**config.mk**
```make
export PLATFORM = sky130hd
export DESIGN_NAME = div_seq
export DESIGN_NICKNAME = d
export VERILOG_FILES = /design/src/rtl/div_seq.sv
export SDC_FILE = /design/constraint.sdc
export NUM_CORES = 1
export LEC_CHECK = 0
export ABC_AREA = 1
export CAP_MARGIN = 20
export CORE_UTILIZATION = 50
export CTS_CLUSTER_DIAMETER = 80
export DETAILED_ROUTE_END_ITERATION = 10
export GPL_TIMING_DRIVEN = 0
export PLACE_DENSITY = 0.84
export RECOVER_POWER = 100
export SLEW_MARGIN = 40
export SYNTH_ARGS = -nofsm -noshare
export SYNTH_HDL_FRONTEND = slang
export SYNTH_SLANG_ARGS = --single-unit
```
**constraint.sdc**
```tcl
create_clock -name clk -period 2.33 [get_ports clk]
set_input_delay 0.233 -clock clk [delete_from_list [all_inputs] [get_ports clk]]
set_output_delay 0.233 -clock clk [all_outputs]
set_load 0.05 [all_outputs]
```
**src/rtl/div_seq.sv**
```systemverilog
// div_seq: sequential restoring divider, one quotient bit per clock, MSB first.
//
// Ports:
//   clk, rst_n         rising-edge clock, asynchronous active-low reset
//   start              begin a division (sampled only in IDLE)
//   dividend, divisor  unsigned N-bit operands, captured on the accepting edge
//   quotient           result of the last completed operation
//   remainder          result of the last completed operation
//   busy               high while in RUN or DONE
//   done               one-cycle completion pulse (DONE state)
//   div_by_zero        last completed operation had divisor == 0
//
// A nonzero divisor takes N RUN cycles plus one DONE cycle.
// A zero divisor goes straight to DONE with quotient = all ones and
// remainder = dividend.
module div_seq #(
  parameter int N = 4
) (
  input  logic         clk,
  input  logic         rst_n,
  input  logic         start,
  input  logic [N-1:0] dividend,
  input  logic [N-1:0] divisor,
  output logic [N-1:0] quotient,
  output logic [N-1:0] remainder,
  output logic         busy,
  output logic         done,
  output logic         div_by_zero
);

  localparam int CW = $clog2(N + 1);

  typedef enum logic [1:0] {IDLE, RUN, DONE} state_t;

  state_t        state, state_nxt;
  logic [N-1:0]  dvd;    // shifts out dividend bits at the top, takes quotient bits in at the bottom
  logic [N-1:0]  dvs;
  logic [N:0]    prem;   // partial remainder, one bit wider so 2^N-1 / 2^N-1 cannot overflow
  logic [CW-1:0] cnt;
  logic [N:0]    trial;
  logic [N:0]    diff;
  logic [N:0]    step_rem;
  logic          qbit;
  logic          last;

  // One restoring step
  always_comb begin
    trial    = (prem << 1) | (N+1)'(dvd[N-1]);
    diff     = trial - {1'b0, dvs};
    qbit     = (trial >= {1'b0, dvs});
    step_rem = qbit ? diff : trial;
    last     = (cnt == CW'(1));
  end

  always_ff @(posedge clk or negedge rst_n) begin
    if (!rst_n) state <= IDLE;
    else        state <= state_nxt;
  end

  always_comb begin
    state_nxt = state;
    busy      = 1'b0;
    done      = 1'b0;
    case (state)
      IDLE: if (start) state_nxt = (divisor == '0) ? DONE : RUN;
      RUN: begin
        busy = 1'b1;
        if (last) state_nxt = DONE;
      end
      DONE: begin
        busy      = 1'b1;
        done      = 1'b1;
        state_nxt = IDLE;
      end
      default: state_nxt = IDLE;
    endcase
  end

  always_ff @(posedge clk or negedge rst_n) begin
    if (!rst_n) begin
      dvd         <= '0;
      dvs         <= '0;
      prem        <= '0;
      cnt         <= '0;
      quotient    <= '0;
      remainder   <= '0;
      div_by_zero <= 1'b0;
    end else begin
      case (state)
        IDLE: if (start) begin
          if (divisor == '0) begin
            quotient    <= '1;
            remainder   <= dividend;
            div_by_zero <= 1'b1;
          end else begin
            dvd  <= dividend;
            dvs  <= divisor;
            prem <= '0;
            cnt  <= CW'(N);
          end
        end
        RUN: begin
          dvd  <= {dvd[N-2:0], qbit};
          prem <= step_rem;
          cnt  <= cnt - CW'(1);
          // Results are published only on the final step, so outputs never show partial values
          if (last) begin
            quotient    <= {dvd[N-2:0], qbit};
            remainder   <= step_rem[N-1:0];
            div_by_zero <= 1'b0;
          end
        end
        default: ;
      endcase
    end
  end

endmodule

```
==> results of run 1 <==
final cells by class:
type                            count  area [sq um]
Timing Repair Buffer               22           214
Sequential cell                    26           651
Clock buffer                        4          36.3
Inverter                           32           120
Tap cell                           31          38.8
Buffer                              4          18.8
Multi-Input combinational cell    126           687
Fill cell                         273          1040
cells in the final DEF (no fill, tap or decap), types with 2 or more instances in the layout:
cell	netlist	routed
nand2_1	48	49
inv_1	30	31
dfrtp_1	26	26
o21ai_0	14	18
dlygate4sd3_1	0	12
nor2_1	9	11
nand3_1	9	11
ha_1	9	9
clkdlybuf4s50_1	0	9
nand4_1	6	6
a21oi_1	5	5
clkbuf_1	1	4
or2_1	4	4
nor2_2	5	3
clkbuf_4	0	3
nor2_4	2	2
o22ai_1	2	2
routing by layer:
metal,part of all wire,GRT usage,vias to the layer above
li1,-,-,652
met2,0.48,0.354,27
met3,0.044,0.0530,6
met5,0,0,-
met1,0.46,0.246,534
met4,0.0068,0.0523,0
sequential cells by signal, summed over array words and instances (netlist names):
name	flops
div_by_zero	1
dvd	4
dvs	4
remainder	4
cnt	3
prem	4
state	2
quotient	4
cells by family after synthesis:
kind of cell | synth area share
compound gates | 0.0906
xor+xnor | 0.0116
fa+ha+maj | 0.0881
buf+inv | 0.0997
flops | 0.432
simple gates | 0.278
final timing paths:
path                       slack (ps)            to  cells past startpoint        start
max                               190          busy                      3     state[0]
min                               500   quotient[0]                      2  quotient[0]
max reg2reg                       320  remainder[2]                     11     state[1]
min reg2reg                       500   quotient[0]                      2  quotient[0]
max in group asynchronous         780  remainder[1]                      2        rst_n
min in group asynchronous         750      state[0]                      2        rst_n
through the flow:
step	instances	cell area, sq um	hold WS [ps]
after floorplan	188	1510	-62.6
after global placement	240	1750	464
after detailed placement	240	1750	265
after CTS	245	1800	440
after global routing	245	1770	513
final	245	1770	499
worst register-to-register path: stages (launching register included):
cell      delay (ps)
dfrtp_1          420
inv_1             80
ha_1             130
clkbuf_1         280
nor2_1           130
nor2_4           140
nand3_1          160
clkbuf_1         270
nor2_4           130
nand3_1           90
nand2_1           60
inv_1             30
synthesized netlist by cell type (all sizes together):
library cell | number | area [sq um]
nand2 | 50 | 193
inv | 31 | 116
dfrtp | 26 | 651
o21ai | 18 | 90.1
nor2 | 16 | 87.6
nand3 | 12 | 75.1
ha | 9 | 113
a21oi | 6 | 33.8
nand4 | 6 | 37.5
or2 | 4 | 25.0
buf | 3 | 26.3
o22ai | 2 | 12.5
clkbuf | 1 | 3.75
clkinv | 1 | 3.75
fa | 1 | 20.0
xnor2 | 1 | 8.76
xor2 | 1 | 8.76
==> impl_metrics.py, run 1 <==
metrics = {
    "clock_network": {
        "cts_sinks": 26,
        "postCtsHoldBufs": 1,
        "clock_path_buffers": 2,
        "numCtsBuffers": 3,
        "root_buffer": "clkbuf_4",
        "cts_setup_buffers": 0,
        "cts.clk_slew.worst_paths_ps": 140,
        "h-tree-depth": 1,
        "clk_latency_ps": 320,
        "cts_resized": 0,
        "cts_tree": "done",
    },
    "synthesis": {
        "synth_cells": 188,
        "synth_area_sq_um": 1510,
        "synthDistinctLibCells": 25,
        "synth_nets": 209,
        "ys_ff_latch": 26,
        "syn_avg_cell_area_sq_um": 8.01,
        "ys_seq_area_frac": 0.432,
        "yosysWarningCount": 0,
    },
    "floorplan": {
        "io_pins": 22,
        "dieArea_sq_um": 3230,
        "rows": 19,
        "core_sq_um": 2810,
        "die_h_um": 56.9,
        "die_w_um": 56.9,
        "start_util": 0.537,
    },
    "route": {
        "antenna_left": 0,
        "vias": 1219,
        "wirelength_mm": 2.95,
        "first_pass_iters": 5,
        "drt_iter0_drc": 33,
        "drc": 0,
        "viasPerCell": 4.98,
        "wl_per_cell_um": 12.0,
    },
    "run_status": {
        "outcome": "complete, no violations",
    },
    "place": {
        "preCtsSetupSlack_ps": 636,
        "io_buffers": 21,
        "hpwl_mm": 2.20,
        "gp_congestion": 0.825,
    },
    "layout": {
        "antenna_cells": 0,
        "fin_util": 0.629,
        "drive_gt1_frac": 0.0607,
        "num-nets-final": 236,
        "area_growth_pct": 17.3,
    },
    "job": {
        "max-cap-violations": 0,
    },
    "worst_setup_path": {
        "worstPathArrival_ps": 1900,
        "critical_path_class": "reg2out",
        "path_cells": "inv_1, ha_1, dlygate4sd3_1",
        "worst_path_max_delay_cell": "dlygate4sd3_1",
        "crit_fanout": 3,
        "start_kind": "flop",
        "crit_family": "buffers and inverters",
        "max_stage_delay_ps": 860,
        "cp_num_buf_inv": 2,
        "cp.required_ps": 2100,
        "end_kind": "primary output",
    },
    "sta": {
        "worst_pin_slew_ps": 1380,
        "finalWorstSetupSlack_ps": 194,
        "maxSlewViolCount": 0,
        "fin_crit_sh": 0.917,
        "setup_viol_count_final": 0,
        "slew_headroom": 0.0770,
        "finalHoldViolCount": 0,
        "fin_crit_ps": 2140,
        "finalSetupTns_ps": 0,
        "fmax_ghz": 0.468,
        "rsz0062_at_grt": "false",
        "fin_skew_ps": 2.29,
    },
    "global_route": {
        "antenna_found_initial": 0,
        "grt_pass1_wl_mm": 4.98,
        "track_usage": 0.202,
        "grt_max_degree": 27,
        "globalRouteOverflowTotal": 0,
        "grt_pass1_vias": 1172,
    },
    "min_path": {
        "hold_class": "reg2reg",
    },
}
Power of run 1 is not shown: default switching activity piles up to over one toggle a cycle in this logic, so the estimate is an artifact.
==> inputs of run 2 (changes only) <==
Settings changed: PLACE_DENSITY 0.84 to 0.74.
==> run 2 against run 1 <==
The flow now finishes with violations (DRC). Sequential share of layout area decreased by 0.13 points. Clock skew increased by 11 ps. Via count increased by 6.7%. Critical path depth unchanged. Final area increased by 0.35%. Worst hold slack got worse by 5.8 ps. Register-to-register slack got worse by 30 ps. Final cell count unchanged. Die area unchanged. Critical path type unchanged.
==> impl_metrics.py, run 2 (synthesized netlist as in run 1, its figures left out) <==
metrics = {
    "worst_setup_path": {
        "crit_end": "busy",
        "start_kind": "flop",
        "crit_family": "buffers and inverters",
        "worst_path_max_delay_cell": "dlygate4sd3_1",
        "end_kind": "primary output",
        "critical_path_class": "reg2out",
        "cp.required_ps": 2100,
        "crit_start": "state[0]",
        "r2r-end": "remainder[2]",
        "worstRegToRegCells": 11,
        "worstPathArrival_ps": 1950,
        "path_cells": "inv_1, ha_1, dlygate4sd3_1",
        "cp_num_buf_inv": 2,
        "reg2reg_from": "state[1]",
        "cp.depth": 3,
        "max_stage_delay_ps": 870,
        "r2r_slack_ps": 290,
        "crit_fanout": 3,
    },
    "sta": {
        "setup_viol_count_final": 0,
        "finalWorstSetupSlack_ps": 146,
        "fin_crit_sh": 0.937,
        "rsz0062_at_grt": "false",
        "finalSetupTns_ps": 0,
        "fin_skew_ps": 13.7,
        "holdWs_ps": 493,
        "finalHoldViolCount": 0,
        "fmax_ghz": 0.458,
        "fin_crit_ps": 2180,
        "worst_pin_slew_ps": 1390,
        "maxSlewViolCount": 0,
        "slew_headroom": 0.0733,
    },
    "place": {
        "gp_congestion": 0.842,
        "hpwl_mm": 2.30,
        "io_buffers": 21,
        "preCtsSetupSlack_ps": 594,
        "dp_cells": 240,
    },
    "clock_network": {
        "numCtsBuffers": 3,
        "cts_resized": 0,
        "cts_setup_buffers": 0,
        "clk_latency_ps": 340,
        "cts_sinks": 26,
        "cts.clk_slew.worst_paths_ps": 160,
        "h-tree-depth": 1,
        "root_buffer": "clkbuf_4",
        "clock_path_buffers": 2,
        "cts_tree": "done",
    },
    "layout": {
        "most-common-layout-cells": "nand2_1 (49), inv_1 (31), dfrtp_1 (26)",
        "stdcell_count": 245,
        "area_growth_pct": 17.7,
        "final_common_cell": "nand2_1",
        "num-nets-final": 236,
        "drive_gt1_frac": 0.0607,
        "antenna_cells": 0,
    },
    "min_path": {
        "min_path_cells": 3,
        "hold_class": "in2reg",
    },
    "run_status": {
        "outcome": "complete, but fails checks",
        "violations": "DRC",
    },
    "floorplan": {
        "core_sq_um": 2810,
        "die_h_um": 56.9,
        "start_util": 0.537,
        "die_w_um": 56.9,
        "dieArea_sq_um": 3230,
        "rows": 19,
        "io_pins": 22,
    },
    "global_route": {
        "grt_pass1_wl_mm": 5.18,
        "track_usage": 0.208,
        "grt_pass1_vias": 1254,
        "grt_max_degree": 27,
        "globalRouteOverflowTotal": 0,
        "antenna_found_initial": 0,
    },
    "route": {
        "wl_per_cell_um": 12.3,
        "drc": 2,
        "antenna_left": 0,
        "wirelength_mm": 3.01,
        "vias": 1301,
        "drt_iter0_drc": 51,
        "first_pass_iters": 8,
        "viasPerCell": 5.31,
    },
    "job": {
        "max-cap-violations": 0,
    },
}
==> run 2: worst min path at each step <==
stage | slack, ps | from | endpoint
floorplan | -60 | rst_n | cnt[0]
global placement | 470 | quotient[2] | quotient[2]
detailed placement | 270 | rst_n | prem[2]
CTS | 440 | rst_n | prem[2]
global route | 530 | quotient[0] | quotient[0]
finish | 490 | divisor[3] | dvs[3]
==> run 2: area by class of cell <==
type,instances,area [sq um]
inverters,32,120
fillers,262,1030
clock buffers,3,22.5
flip-flops and latches,26,651
well taps,31,38.8
plain buffers,4,16.3
multi-input cells,126,679
clock inverters,1,30.0
repair buffers,22,214
==> run 2: stage by stage <==
stage,area (sq um),utilization
after floorplan,1510,-
after global placement,1750,0.625
after detailed placement,1750,0.624
after CTS,1810,0.646
after global routing,1770,0.632
final,1770,0.632
==> run 2: layer usage <==
metal	vias up	GRT usage	wire (um)
met5	-	0	0
met3	8	0.0323	143
met4	0	0.0697	59
met2	38	0.372	1480
li1	644	-	-
met1	611	0.253	1330
==> run 2: tightest hold or removal path: stages <==
cell	delay (ps)
clkdlybuf4s50_1	420
nand2_1	70
o21ai_0	80
==> run 2: repair_timing <==
item / CTS / global route
endpoints found under the hold margin: 26 / 0
endpoints found under the setup margin: 0 / 0
hold buffers: 1 / 0
Power of run 2 is left out for the same reason.
